[config.mk]
export PLATFORM = sky130hd
export DESIGN_NAME = avalon_lsu_port
export DESIGN_NICKNAME = d
export VERILOG_FILES = /design/src/rtl/avalon_lsu_port.sv
export SDC_FILE = /design/constraint.sdc
export NUM_CORES = 1
export LEC_CHECK = 0
export BUFFER_PORTS_ARGS = -buffer_cell sky130_fd_sc_hd__buf_2
export CAP_MARGIN = 0
export CORE_UTILIZATION = 54
export CTS_BUF_LIST = sky130_fd_sc_hd__clkbuf_8
export DETAILED_ROUTE_END_ITERATION = 10
export GPL_ROUTABILITY_DRIVEN = 0
export PLACE_DENSITY = 0.87
export SYNTH_ARGS = -nofsm -noshare
export SYNTH_HDL_FRONTEND = slang
export SYNTH_SLANG_ARGS = --single-unit
[constraint.sdc]
create_clock -name clk -period 3.9 [get_ports clk]
set_clock_uncertainty 0.1 [all_clocks]
set_input_delay 0.585 -clock clk [delete_from_list [all_inputs] [get_ports clk]]
set_output_delay 0.585 -clock clk [all_outputs]
set_load 0.05 [all_outputs]
[src/rtl/avalon_lsu_port.sv]
// Avalon-MM master port for the core's load/store unit.
// It serves one fetch, load or store at a time and returns aligned, extended read data.
module avalon_lsu_port #(
    parameter int ADDR_WIDTH = 32,
    parameter int TIMEOUT    = 255,
    parameter int CNT_W      = 8
) (
    input  logic                  clk,
    input  logic                  reset,
    input  logic                  req_valid,
    output logic                  req_ready,
    input  logic                  req_write,
    input  logic [1:0]            req_size,
    input  logic                  req_signed,
    input  logic [ADDR_WIDTH-1:0] req_addr,
    input  logic [31:0]           req_wdata,
    output logic                  rsp_valid,
    output logic [31:0]           rsp_rdata,
    output logic                  rsp_error,
    output logic                  busy,
    output logic [ADDR_WIDTH-1:0] address,
    output logic                  read,
    output logic                  write,
    input  logic                  waitrequest,
    output logic [31:0]           writedata,
    output logic [3:0]            byteenable,
    input  logic [31:0]           readdata
);

    typedef enum logic [1:0] {IDLE, BUS, RESP} state_t;

    localparam logic [CNT_W-1:0] CNT_LAST = CNT_W'((TIMEOUT == 0) ? 0 : TIMEOUT - 1);

    state_t                state, state_next;
    logic [ADDR_WIDTH-1:0] address_next;
    logic                  read_next, write_next, rsp_error_next;
    logic [31:0]           writedata_next, rsp_rdata_next;
    logic [3:0]            byteenable_next;
    logic [CNT_W-1:0]      cnt, cnt_next;
    logic [1:0]            lat_size, lat_size_next, lat_lo, lat_lo_next;
    logic                  lat_signed, lat_signed_next;
    logic                  bad_req;

    function automatic logic [3:0] lane_mask(input logic [1:0] size, input logic [1:0] lo);
        case (size)
            2'd0:    lane_mask = 4'b0001 << lo;
            2'd1:    lane_mask = lo[1] ? 4'b1100 : 4'b0011;
            default: lane_mask = 4'b1111;
        endcase
    endfunction

    function automatic logic [31:0] replicate(input logic [1:0] size, input logic [31:0] d);
        case (size)
            2'd0:    replicate = {4{d[7:0]}};
            2'd1:    replicate = {2{d[15:0]}};
            default: replicate = d;
        endcase
    endfunction

    function automatic logic [31:0] extract(input logic [31:0] d, input logic [1:0] size,
                                            input logic sgn, input logic [1:0] lo);
        logic [7:0]  b;
        logic [15:0] h;
        b = d[8*lo +: 8];
        h = d[16*lo[1] +: 16];
        case (size)
            2'd0:    extract = {{24{sgn & b[7]}}, b};
            2'd1:    extract = {{16{sgn & h[15]}}, h};
            default: extract = d;
        endcase
    endfunction

    assign bad_req   = (req_size == 2'd3) ||
                       (req_size == 2'd1 && req_addr[0]) ||
                       (req_size == 2'd2 && req_addr[1:0] != 2'b00);
    assign req_ready = (state == IDLE);
    assign busy      = (state != IDLE);
    assign rsp_valid = (state == RESP);

    always_comb begin
        state_next      = state;
        address_next    = address;
        read_next       = read;
        write_next      = write;
        writedata_next  = writedata;
        byteenable_next = byteenable;
        rsp_rdata_next  = rsp_rdata;
        rsp_error_next  = rsp_error;
        cnt_next        = cnt;
        lat_size_next   = lat_size;
        lat_lo_next     = lat_lo;
        lat_signed_next = lat_signed;
        case (state)
            IDLE: begin
                if (req_valid) begin
                    lat_size_next   = req_size;
                    lat_lo_next     = req_addr[1:0];
                    lat_signed_next = req_signed;
                    rsp_rdata_next  = '0;
                    if (bad_req) begin
                        state_next     = RESP;
                        rsp_error_next = 1'b1;
                    end else begin
                        state_next      = BUS;
                        address_next    = {req_addr[ADDR_WIDTH-1:2], 2'b00};
                        read_next       = !req_write;
                        write_next      = req_write;
                        byteenable_next = lane_mask(req_size, req_addr[1:0]);
                        writedata_next  = replicate(req_size, req_wdata);
                        cnt_next        = '0;
                    end
                end
            end
            BUS: begin
                // Bus outputs stay registered unchanged while the slave stalls.
                if (!waitrequest || (TIMEOUT != 0 && cnt == CNT_LAST)) begin
                    state_next      = RESP;
                    rsp_error_next  = waitrequest;
                    rsp_rdata_next  = (waitrequest || write) ? 32'd0
                                      : extract(readdata, lat_size, lat_signed, lat_lo);
                    address_next    = '0;
                    read_next       = 1'b0;
                    write_next      = 1'b0;
                    writedata_next  = '0;
                    byteenable_next = '0;
                end else begin
                    cnt_next = cnt + 1'b1;
                end
            end
            RESP: begin
                state_next     = IDLE;
                rsp_rdata_next = '0;
                rsp_error_next = 1'b0;
            end
            default: state_next = IDLE;
        endcase
    end

    always_ff @(posedge clk or negedge reset) begin
        if (!reset) begin
            state      <= IDLE;
            address    <= '0;
            read       <= 1'b0;
            write      <= 1'b0;
            writedata  <= '0;
            byteenable <= '0;
            rsp_rdata  <= '0;
            rsp_error  <= 1'b0;
            cnt        <= '0;
            lat_size   <= '0;
            lat_lo     <= '0;
            lat_signed <= 1'b0;
        end else begin
            state      <= state_next;
            address    <= address_next;
            read       <= read_next;
            write      <= write_next;
            writedata  <= writedata_next;
            byteenable <= byteenable_next;
            rsp_rdata  <= rsp_rdata_next;
            rsp_error  <= rsp_error_next;
            cnt        <= cnt_next;
            lat_size   <= lat_size_next;
            lat_lo     <= lat_lo_next;
            lat_signed <= lat_signed_next;
        end
    end

endmodule

==> results of run 1 <==
[final cells by class]
cell class,instances,area (um^2)
clock buffers,17,234
inverters,5,18.8
clock inverters,14,158
well taps,129,161
fillers,691,2610
diodes,1,2.50
flip-flops and latches,116,2900
multi-input cells,294,2250
repair buffers,213,1080
[how the worst max path moves through the flow]
stage,start,end,slack (ps)
3_3_place_gp,req_size[1],writedata[27],1370
3_5_place_dp,req_size[1],address[2],1310
4_1_cts,lat_lo[1],rsp_rdata[11],1540
2_1_floorplan,state[0],busy,1520
5_1_grt,lat_lo[1],rsp_rdata[12],1400
6_report,lat_lo[1],rsp_rdata[11],1520
[where the power goes]
group	leakage (nW)	internal, mW	total [mW]	switching [mW]
clock network	0.182	0.572	1.10	0.525
logic	1.86	0.570	2.08	1.51
registers	1.52	1.50	1.76	0.252
total	3.56	2.64	4.94	2.29
[critical path, stage by stage, from the launching register on]
cell and delay (ps):
dfrtp_1 790, mux4_2 640, a31oi_4 340, nand2_1 120
a32o_1 270
[cell families (layout without fill, tap and decap cells)]
| family | after synthesis | in the layout | share of synthesized area (%) |
|---|---|---|---|
| AO/OA/AOI/OAI | 147 | 147 | 22.5 |
| flip-flops | 116 | 116 | 54.3 |
| AND/OR/NAND/NOR | 99 | 99 | 10.1 |
| buffers and inverters | 43 | 249 | 4.07 |
| multiplexers | 42 | 42 | 8.26 |
| adder cells (fa/ha/maj) | 2 | 2 | 0.468 |
| XOR/XNOR | 2 | 2 | 0.328 |
| other | 1 | 3 | 0.0701 |
[cell usage after synthesis (all sizes together), types with 3 or more instances]
library cell  number
mux2i             34
o21ai             26
or3                3
mux2               7
dfrtp            116
clkbuf            14
a221o             16
nand3              4
a32o              10
o2bb2ai           25
nand2b            18
nor3               4
nor2               9
nor2b             10
a21oi             10
buf               24
a22o              49
nand2             38
inv                5
[per-stage QoR]
step	util, %	power, mW	worst slack [ps]	cells	hold WS (ps)
5_1_grt	72.3	5.16	1400	788	166
6_report	72.3	4.94	1520	789	117
3_5_place_dp	68.1	3.85	1310	757	373
2_1_floorplan	-	3.31	1520	453	189
3_3_place_gp	68.1	3.80	1370	757	368
4_1_cts	72.3	4.96	1540	788	136
[registers in the layout, summed over array words and instances (netlist names)]
register	count
rsp_rdata	32
byteenable	4
state	2
cnt	8
lat_size	2
read	1
lat_lo	2
rsp_error	1
lat_signed	1
write	1
address	30
writedata	32
[metal layers]
| layer | wire [um] | GRT usage [%] | vias up |
|---|---|---|---|
| met1 | 5930 | 37.8 | 2239 |
| met5 | 0 | 0 | - |
| met2 | 6640 | 43.7 | 219 |
| li1 | - | - | 2086 |
| met3 | 1140 | 7.52 | 19 |
| met4 | 236 | 10.3 | 0 |
==> impl_metrics.csv, run 1 <==
group,metric,value,unit
placement,dp_hpwl,9870,um
drt,wirelength,13900,um
logic_synthesis,synthTopCellsByArea,"dfrtp_1, a22o_1, mux2i_1, o2bb2ai_1, a221o_1",
setup_path,required,4100,ps
setup_path,startpoint_type,"register",
logic_synthesis,synth_seq_area_share,54.3,%
timing,grt_setup_unrepaired,"false",
timing,setup_violations,0,
final_layout,layout_common_cells,"buf_2, dfrtp_1, a22o_1",
floorplanning,ios,210,
logic_synthesis,synthCells,452,
setup_path,r2r_cells,4,
setup_path,critPathMaxFanout,19,
cts,cts_buffers,17,
final_layout,fin_nets,753,
logic_synthesis,ys_types,48,
power,ir_worst_vdd,563,uV
logic_synthesis,syn_area,0.00535,mm^2
drt,drc_errors,0,
global_route,antenna_found_initial,1,
floorplanning,floorplan.rows,35,
setup_path,r2r-end,"rsp_rdata[11]",
power,p_leak,3.56,nW
timing,hold_violations,0,
logic_synthesis,ys_seq_elements,116,
drt,drt_iter0_drc,200,
global_route,grt_use_total,28.0,%
final_layout,areaGrowthSynthToFinish,27.3,%
setup_path,crit_type,"register to register",
global_route,grt_pass1_vias,4471,
cts,cts_hold_buf,0,
run_status,outcome,"finished, final reports clean",
cts,cts_max_path_buffers,2,
cts,path_clk_slew,90,ps
global_route,grt_first_pass_wirelength,22000,um
logic_synthesis,synth_edf_count,0,
floorplanning,die_x,102,um
floorplanning,fp.coreArea,0.00942,mm^2
placement,numPortBuffers,207,
cts,cts_root_buffer,"clkbuf_8",
timing,fin_setup_tns,0,ps
logic_synthesis,avgSynthCellArea,11.8,um^2
cts,h-tree-depth,4,
final_layout,layout_commonest_cell,"buf_2",
setup_path,reg2reg_slack,1520,ps
global_route,grt_max_degree,67,
power,pwr_density_cell,725,mW/mm^2
timing,max-slew-margin-rel,49.2,%
setup_path,r2r_start,"lat_lo[1]",
floorplanning,die_h,102,um
logic_synthesis,synth_top_area_cell,"dfrtp_1",
logic_synthesis,synth_top_area_share,54.3,%
run,drv_cap,0,
global_route,grt_overflow,0,
setup_path,endpoint_kind,"register",
cts,insertion_delay,410,ps
cts,cts_tree,"built",
timing,drv_slew,0,
final_layout,design_area,0.00681,mm^2
drt,routedWlPerCell,17.7,um
drt,via_count,4563,
cts,cts.sinks,116,
floorplanning,start_util,56.8,%
setup_path,arrival,2580,ps
drt,via_per_inst,5.78,
logic_synthesis,ys_warn_count,0,
timing,period_share,60.9,%
final_layout,drive_above_1_share,39.8,%
min_path,min_path_type,"input port to async pin",
timing,fmax,421,MHz
cts,cts_resized,0,
placement,place_area,0.00641,mm^2
logic_synthesis,synth-main-ff-cell,"dfrtp_1",
cts,cts_setup_buffers,0,
timing,worst_pin_slew,762,ps
logic_synthesis,synthArstFlopShare,100,%
timing,period_needed,2380,ps
drt,drtAntennaViolNets,0,
drt,first_pass_iters,5,
floorplanning,dieArea,0.0103,mm^2
(Power assumes the default switching activity.)
==> run 2: changes to the inputs <==
Settings changed: ABC_AREA from default to 1, CORE_UTILIZATION 54 to 52, PLACE_DENSITY 0.87 to 0.82.
Clock period 3.9 ns to 2.46 ns, I/O delays scaled along.
==> impl_metrics.csv, run 2 <==
group,metric,value,unit
run_status,outcome,"finished, final reports clean",
timing,fmax,462,MHz
min_path,holdPathEnd,"lat_signed",
min_path,worstHoldPathCells,2,
setup_path,crit_type,"register to register",
logic_synthesis,avgSynthCellArea,7.48,um^2
placement,numPortBuffers,207,
timing,period_needed,2160,ps
logic_synthesis,syn_area,0.00615,mm^2
cts,insertion_delay,420,ps
final_layout,num-fill-cells,990,
drt,via_per_inst,5.42,
timing,fin_setup_tns,0,ps
final_layout,final_util,67.5,%
power,p_leak,4.50,nW
drt,first_pass_iters,7,
global_route,grt_overflow,0,
floorplanning,die_h,111,um
logic_synthesis,synth_edf_count,0,
power,pwr_density_cell,1330,mW/mm^2
timing,drv_slew,0,
setup_path,r2r_start,"state[0]",
setup_path,cp_slowest_cell,"dfrtp_1",
setup_path,critPathMostFrequentCell,"nand2_1",
floorplanning,ios,210,
setup_path,r2r_cells,9,
setup_path,cp_cell_sequence,"inv_2 > nor2_2 > inv_2 > nor2_1 > nand2_1 > nand2_1 > inv_1 > nand2_1 > nand2_1",
global_route,grt_first_pass_wirelength,28300,um
setup_path,r2r-end,"cnt[5]",
global_route,grt_max_degree,70,
cts,path_clk_slew,70,ps
final_layout,drive_above_1_share,27.8,%
logic_synthesis,synth.most_common_cell,"nand2_1",
min_path,min_path_type,"input port to register",
setup_path,critPathMaxFanout,16,
floorplanning,fp.coreArea,0.0115,mm^2
setup_path,endpoint_kind,"register",
logic_synthesis,ys_types,35,
cts,cts_root_buffer,"clkbuf_8",
cts,cts_tree,"built",
cts,cts_buffers,17,
final_layout,antenna-diode-count,0,
final_layout,layout_commonest_cell,"nand2_1",
timing,worst_pin_slew,716,ps
global_route,grt_util_met3,7.05,%
floorplanning,dieArea,0.0123,mm^2
drt,drc_errors,0,
timing,period_share,88.0,%
logic_synthesis,synthArstFlopShare,100,%
logic_synthesis,synth_seq_area_share,47.2,%
final_layout,layout_common_cells,"nand2_1, buf_2, dfrtp_1",
global_route,grt_use_met2,45.1,%
floorplanning,floorplan.rows,39,
cts,cts.sinks,116,
drt,routedWlPerCell,14.8,um
drt,drtAntennaViolNets,0,
drt,wirelength,17300,um
setup_path,cp_slowest_stage_delay,420,ps
logic_synthesis,synth-main-ff-cell,"dfrtp_1",
global_route,grt_use_total,28.6,%
timing,hold_violations,0,
final_layout,largest_registers,"rsp_rdata: 32 flops, writedata: 32 flops, address: 30 flops",
setup_path,startpoint_type,"register",
run,drv_cap,0,
logic_synthesis,synthCells,822,
floorplanning,die_x,111,um
global_route,antenna_found_initial,0,
setup_path,reg2reg_slack,300,ps
cts,h-tree-depth,4,
global_route,busiest_layer,"met2",
drt,drt_iter0_drc,546,
setup_path,required,2670,ps
final_layout,fin_nets,1117,
timing,grt_setup_unrepaired,"false",
power,ir_worst_vdd,859,uV
placement,dp_hpwl,11900,um
logic_synthesis,netlist_top_cells_count,"nand2_1, dfrtp_1, nand3_1, nor2_1, nand4_1",
min_path,hp-start,"req_signed",
logic_synthesis,synth_top_area_share,47.2,%
final_layout,areaGrowthSynthToFinish,25.9,%
timing,max-slew-margin-rel,52.3,%
setup_path,crit_family,"simple AND/OR/NAND/NOR gates",
logic_synthesis,ys_seq_elements,116,
logic_synthesis,synth_top_area_cell,"dfrtp_1",
setup_path,cp.buffers_inverters,3,
setup_path,arrival,2370,ps
global_route,use_met1,38.1,%
logic_synthesis,synthTopCellsByArea,"dfrtp_1, nand2_1, nand3_1, nand3b_1, nor2_1",
cts,cts_max_path_buffers,2,
global_route,grt_pass1_vias,5830,
cts,cts_setup_buffers,0,
floorplanning,start_util,53.6,%
logic_synthesis,ys_warn_count,0,
timing,setup_violations,0,
drt,via_count,6325,
## run 2: cell count changes in the layout (fill, tap and decap cells not counted), moves of 12 or more
cell	previous run	this run
a221o_1	16	0
a22o_1	49	0
inv_1	5	32
mux2i_1	34	0
nand2_1	38	337
nand2b_1	18	0
nand3_1	4	79
nand3b_1	0	31
nand4_1	1	33
nor2_1	8	56
o2bb2ai_1	25	0
or2_2	0	12
## run 2: how the worst max path moves through the flow
stage | startpoint | endpoint | slack [ps] | cells past startpoint
global placement | state[1] | cnt[5] | 380 | 8
detailed placement | state[0] | cnt[7] | 340 | 9
global route | state[0] | cnt[6] | 90 | 9
CTS | state[1] | cnt[5] | 330 | 8
floorplan | state[0] | address[11] | 360 | 10
finish | state[0] | cnt[5] | 300 | 9
## run 2: metrics by stage
step	std cells	hold WS (ps)	instance area [um^2]	power (mW)	worst slack, ps
6_report	1167	106	7740	10.3	296
3_3_place_gp	1134	88.9	7270	8.19	378
4_1_cts	1167	85.0	7740	10.3	332
5_1_grt	1167	87.3	7740	10.9	85.7
2_1_floorplan	823	-26.6	6160	6.97	355
3_5_place_dp	1134	87.9	7270	8.27	340
## run 2: logic make-up (layout without fill, tap and decap cells)
group | count (synthesis) | count (layout) | share of synthesized area (%)
adder cells (fa/ha/maj) | 2 | 2 | 0.407
flip-flops | 116 | 116 | 47.2
multiplexers | 1 | 1 | 0.183
AO/OA/AOI/OAI | 46 | 46 | 4.31
other | 1 | 2 | 0.0610
AND/OR/NAND/NOR | 561 | 561 | 40.7
buffers and inverters | 91 | 292 | 6.55
XOR/XNOR | 4 | 4 | 0.570
## run 2: routing by layer
metal	share of wire, %	wire (um)
met3	7.3	1270
met1	43	7460
met5	0	0
met2	47	8140
met4	2.4	422
## run 2: cell type report
type / instances / area (um^2) / share of cell area (%)
sequential: 116 / 2900 / 37.5
timing repair buffer: 223 / 1200 / 15.5
tap: 143 / 179 / 2.31
multi-input combinational: 616 / 2870 / 37.0
clock buffer: 18 / 248 / 3.20
clock inverter: 14 / 211 / 2.73
inverter: 37 / 139 / 1.79
## run 2: repair_timing
action	4_1_cts	5_1_grt
hold buffers	1	0
endpoints found under the hold margin	116	0
resized for setup	0	0
## run 2: power by group
| part | switching, mW | internal [mW] |
|---|---|---|
| sequential | 0.429 | 2.57 |
| combinational | 4.06 | 1.21 |
| clock | 0.789 | 1.23 |
